==> src/rtl/uart_ctrl_rx_pkg.sv <==
// uart_ctrl_rx_pkg: shared constants for the UART receive path.
// Baud divisors are bit periods in clock cycles for a 12 MHz system clock.
package uart_ctrl_rx_pkg;

    localparam int B115200 = 104;
    localparam int B57600  = 208;
    localparam int B38400  = 313;
    localparam int B19200  = 625;
    localparam int B9600   = 1250;

    // 8N1 frame: start bit, eight data bits, stop bit
    localparam logic [3:0] FRAME_BITS = 4'd10;

endpackage : uart_ctrl_rx_pkg

==> src/rtl/uart_ctrl_rx_baudgen.sv <==
// baudgen_rx: bit-period divisor whose strobe lands at mid-bit.
// Counter runs modulo BAUDRATE while clk_ena is high and sits at 0 otherwise,
// so the first strobe falls BAUDRATE>>1 cycles after enabling.
module baudgen_rx
    import uart_ctrl_rx_pkg::*;
#(
    parameter int BAUDRATE = B115200
) (
    input  logic clk,
    input  logic rst,
    input  logic clk_ena,
    output logic clk_out
);

    localparam int            CW   = $clog2(BAUDRATE);
    localparam logic [CW-1:0] HALF = CW'(BAUDRATE >> 1);
    localparam logic [CW-1:0] LAST = CW'(BAUDRATE - 1);

    logic [CW-1:0] cnt_r;

    // Divisor counter: wraps at BAUDRATE-1, held at zero while disabled
    always_ff @(posedge clk or posedge rst) begin
        if (rst) begin
            cnt_r <= '0;
        end else if (clk_ena) begin
            if (cnt_r == LAST) begin
                cnt_r <= '0;
            end else begin
                cnt_r <= cnt_r + {{(CW-1){1'b0}}, 1'b1};
            end
        end else begin
            cnt_r <= '0;
        end
    end

    assign clk_out = clk_ena && (cnt_r == HALF);

endmodule : baudgen_rx

==> src/rtl/uart_ctrl_rx.sv <==
// uart_ctrl_rx: 8N1 UART receiver with mid-bit sampling.
// Optional feature: define UART_RX_FRAME_ERR_EN to add the ferr output,
// which reports a stop bit sampled as 0 alongside rcv.
module uart_ctrl_rx
    import uart_ctrl_rx_pkg::*;
#(
    parameter int BAUDRATE = B115200
) (
    input  logic       clk,
    input  logic       rst,
    input  logic       rx,
    output logic [7:0] data,
    output logic       rcv
`ifdef UART_RX_FRAME_ERR_EN
    ,
    output logic       ferr
`endif
);

    typedef enum logic [1:0] {
        IDLE = 2'd0,
        RECV = 2'd1,
        LOAD = 2'd2,
        DAV  = 2'd3
    } state_t;

    state_t     state_r;
    logic       rx_meta_r;
    logic       rx_s;
    logic [9:0] shift_r;
    logic [3:0] bitc_r;
    logic       baud_en;
    logic       clk_baud;

    // Two-flop synchroniser for the asynchronous serial line (idles high)
    always_ff @(posedge clk or posedge rst) begin
        if (rst) begin
            rx_meta_r <= 1'b1;
            rx_s      <= 1'b1;
        end else begin
            rx_meta_r <= rx;
            rx_s      <= rx_meta_r;
        end
    end

    assign baud_en = (state_r == RECV);

    baudgen_rx #(
        .BAUDRATE (BAUDRATE)
    ) u_baudgen (
        .clk     (clk),
        .rst     (rst),
        .clk_ena (baud_en),
        .clk_out (clk_baud)
    );

    // Receive FSM with the shift register, bit counter and registered outputs
    always_ff @(posedge clk or posedge rst) begin
        if (rst) begin
            state_r <= IDLE;
            shift_r <= 10'h3FF;
            bitc_r  <= 4'd0;
            data    <= 8'h00;
            rcv     <= 1'b0;
`ifdef UART_RX_FRAME_ERR_EN
            ferr    <= 1'b0;
`endif
        end else begin
            rcv <= 1'b0;
            case (state_r)
                IDLE: begin
                    bitc_r <= 4'd0;
                    if (!rx_s) begin
                        state_r <= RECV;
                    end else begin
                        state_r <= IDLE;
                    end
                end
                RECV: begin
                    if (bitc_r == FRAME_BITS) begin
                        state_r <= LOAD;
                    end else if ((bitc_r == 4'd1) && shift_r[9]) begin
                        // start bit read back high at mid-bit: false start
                        state_r <= IDLE;
                    end else if (clk_baud) begin
                        shift_r <= {rx_s, shift_r[9:1]};
                        bitc_r  <= bitc_r + 4'd1;
                    end else begin
                        state_r <= RECV;
                    end
                end
                LOAD: begin
                    // start bit was validated earlier; re-checked so a corrupted
                    // frame can never be presented as data
                    if (!shift_r[0]) begin
                        data    <= shift_r[8:1];
`ifdef UART_RX_FRAME_ERR_EN
                        ferr    <= ~shift_r[9];
`endif
                        rcv     <= 1'b1;
                        state_r <= DAV;
                    end else begin
                        state_r <= IDLE;
                    end
                end
                DAV: begin
                    state_r <= IDLE;
                end
                default: begin
                    state_r <= IDLE;
                end
            endcase
        end
    end

endmodule : uart_ctrl_rx

==> config.mk <==
export PLATFORM = sky130hd
export DESIGN_NAME = uart_ctrl_rx
export DESIGN_NICKNAME = d
export VERILOG_FILES = /design/src/rtl/uart_ctrl_rx_pkg.sv /design/src/rtl/uart_ctrl_rx_baudgen.sv /design/src/rtl/uart_ctrl_rx.sv
export SDC_FILE = /design/constraint.sdc
export NUM_CORES = 1
export LEC_CHECK = 0
export ABC_CLOCK_PERIOD_IN_PS = 4900
export BUFFER_PORTS_ARGS = -buffer_cell sky130_fd_sc_hd__buf_2
export CAP_MARGIN = 10
export CORE_UTILIZATION = 28
export DETAILED_ROUTE_END_ITERATION = 8
export PLACE_DENSITY = 0.45
export SLEW_MARGIN = 20
export SYNTH_ARGS = -nofsm -noshare
export SYNTH_HDL_FRONTEND = slang
export SYNTH_SLANG_ARGS = --single-unit
==> constraint.sdc <==
create_clock -name clk -period 4.9 [get_ports clk]
set_input_delay 0.98 -clock clk [delete_from_list [all_inputs] [get_ports clk]]
set_output_delay 0.98 -clock clk [all_outputs]
set_load 0.01 [all_outputs]
==> results_dict.tcl <==
set metrics [dict create \
    hold_viol 0 \
    syn_area_mm2 0.00159 \
    holdPathEnd "rx_s" \
    power_density_mw_per_mm2 274 \
    timing_max_transition_violations_final 0 \
    path_buf_inv 1 \
    synth-seq-cells 34 \
    die_y_um 77.4 \
    rr_worst_depth 6 \
    status "complete, no violations" \
    cts_tree "yes" \
    yosysMostFrequentCell "dfrtp_1" \
    grt_usage_pct 10.2 \
    ys_seq_area_share_pct 54.4 \
    avgRoutedWirePerCell_um 12.4 \
    yosysTopAreaCellShare_pct 34.6 \
    start_kind "flip-flop" \
    antenna_found_initial 0 \
    crit_family "flip-flops" \
    place.detailed.hpwl_um 1880 \
    synth_top_cells_by_count "dfrtp_1 (22), dfstp_2 (12), mux2_4 (10), mux2_2 (8), nor2_1 (8)" \
    clkSlewWorstSetupHoldPaths_ns 0.07 \
    cpPeakStageDelay_ns 0.38 \
    ir_drop_mv 0.116 \
    worstReg2RegEnd "shift_r[6]" \
    layout.nets 149 \
    core_area_mm2 0.00551 \
    async_flop_share_pct 100 \
    worst_slew_pin_slew_ns 0.426 \
    syn_avg_cell_area_um2 12.9 \
    rr_startpoint "u_baudgen.cnt_r[0]" \
    utilization_pct 33.4 \
    grt_start_max_net_pins 35 \
    timing.fmax_mhz 562 \
    htree_levels 2 \
    min_period_ns 1.78 \
    drc 0 \
    fin_crit_sh_pct 36.3 \
    syn_to_final_growth_pct 15.4 \
    hp-class "flip-flop to flip-flop" \
    cts_buffers 5 \
    synthesis.instances 123 \
    ant_nets 0 \
    wl_um 2650 \
    setup_viol 0 \
    drive_gt1_share_pct 43.0 \
    cts_setup_buffers 0 \
    slew_headroom_pct 71.6 \
    holdPathStages 0 \
    yosysUniqueCellTypes 37 \
    grt_first_pass_wirelength_um 4710 \
    viasPerCell 4.45 \
    rsz0062_at_grt "no" \
    cts_buffer_depth 2 \
    reg2reg_slack_ns 3.23 \
    gp_congestion 0.811 \
    via_count 953 \
    worstPathMaxFanout 2 \
    synth.largest_area_cell "dfrtp_1" \
    die_w_um 77.4 \
    tns_ns 0 \
    cp-end-kind "output pin" \
    antenna_cells 0 \
    worstPathArrival_ns 0.80 \
    firstDrtPassIters 4 \
    cts_resized 0 \
    min_from "rx_meta_r" \
    syn_nets 131 \
    clock_latency_ns 0.28 \
    initial_core_util_pct 28.9 \
    rows 27 \
    die-area_mm2 0.00599 \
    synth_area_leaders "dfrtp_1 (35%), dfstp_2 (20%), mux2_4 (9.4%), mux2_2 (5.7%), ha_1 (3.9%)" \
    ios 12 \
    slowest_stage "dfrtp_1" \
    synth_flop_cell "dfrtp_1" \
    root_buffer "clkbuf_8" \
    cellLeakagePower_nw 0.845 \
    ys_warn_count 0 \
    critPathKind "flip-flop to output pin" \
    first_iter_violations 35 \
    maxCapViolations 0 \
    skew_ns 0.00962 \
    port_buffers 11 \
    synth_edf_count 0 \
    worstPathCellList "buf_2" \
    ctsHoldBuffers 0 \
    first_global_vias 1028 \
    critPathRequiredTime_ns 3.92 \
    cts_sinks 34 \
    grt_overflow 0 \
]
worst max-delay path by stage:
stage | endpoint | from | cells past startpoint
6_report | data[3] | data[3] | 1
4_1_cts | data[3] | data[3] | 1
2_1_floorplan | bitc_r[0] | rst | 1
5_1_grt | data[3] | data[3] | 1
3_3_place_gp | shift_r[1] | u_baudgen.cnt_r[0] | 6
3_5_place_dp | shift_r[3] | u_baudgen.cnt_r[0] | 6
kinds of logic (layout without fill, tap and decap cells):
group | after synthesis | after routing | synth area share, %
buffers and inverters | 9 | 28 | 2.28
flip-flops | 34 | 34 | 54.4
multiplexers | 20 | 20 | 16.4
XOR/XNOR | 4 | 4 | 2.20
AO/OA/AOI/OAI | 11 | 11 | 5.42
adder cells (fa/ha/maj) | 5 | 5 | 3.93
AND/OR/NAND/NOR | 40 | 40 | 15.4
sequential cells by signal, summed over array words and instances, names as in the netlist:
register / count
shift_r: 10
data: 8
u_baudgen.cnt_r: 7
bitc_r: 4
state_r: 2
rcv: 1
rx_meta_r: 1
rx_s: 1
through the flow:
stage	total power [W]	hold slack, ns	worst slack, ns	std cells	cell area, µm²
after floorplan	0.000292	0.345	3.19	123	1590
after global placement	0.000295	0.347	3.24	206	1740
after detailed placement	0.000295	0.352	3.23	206	1740
after CTS	0.000514	0.361	3.10	214	1840
after global routing	0.000529	0.361	3.07	214	1840
final	0.000504	0.355	3.12	214	1840
report_power, final:
group	leakage [nW]	internal (W)	switching [W]
Combinational	0.382	0.00000130	0.00000553
Sequential	0.417	0.000282	0.000000362
Clock	0.0472	0.000113	0.000101
Total	0.845	0.000397	0.000107
metal layers:
layer | global-route usage, % | part of all wire, %
met1 | 12.2 | 48
met2 | 16.4 | 47
met3 | 4.00 | 4.0
met4 | 3.77 | 1.0
met5 | 0 | 0
placed cells by master (no fill, tap or decap), drive strengths merged, types with 3 or more instances in the layout:
cell type / count
and2: 3
buf: 13
clkbuf: 6
dfrtp: 22
dfstp: 12
ha: 5
inv: 7
mux2: 18
nand2: 7
nand2b: 5
nand3: 6
nor2: 9
o21ai: 3
layout make-up:
type	instances	area [µm²]
repair buffers	13	70.1
clock buffers	6	82.6
inverters	7	26.3
flip-flops and latches	34	866
fillers	551	3670
well taps	72	90.1
multi-input cells	80	689
clock inverters	2	12.5
No activity file was read; power rests on OpenSTA's default activity.
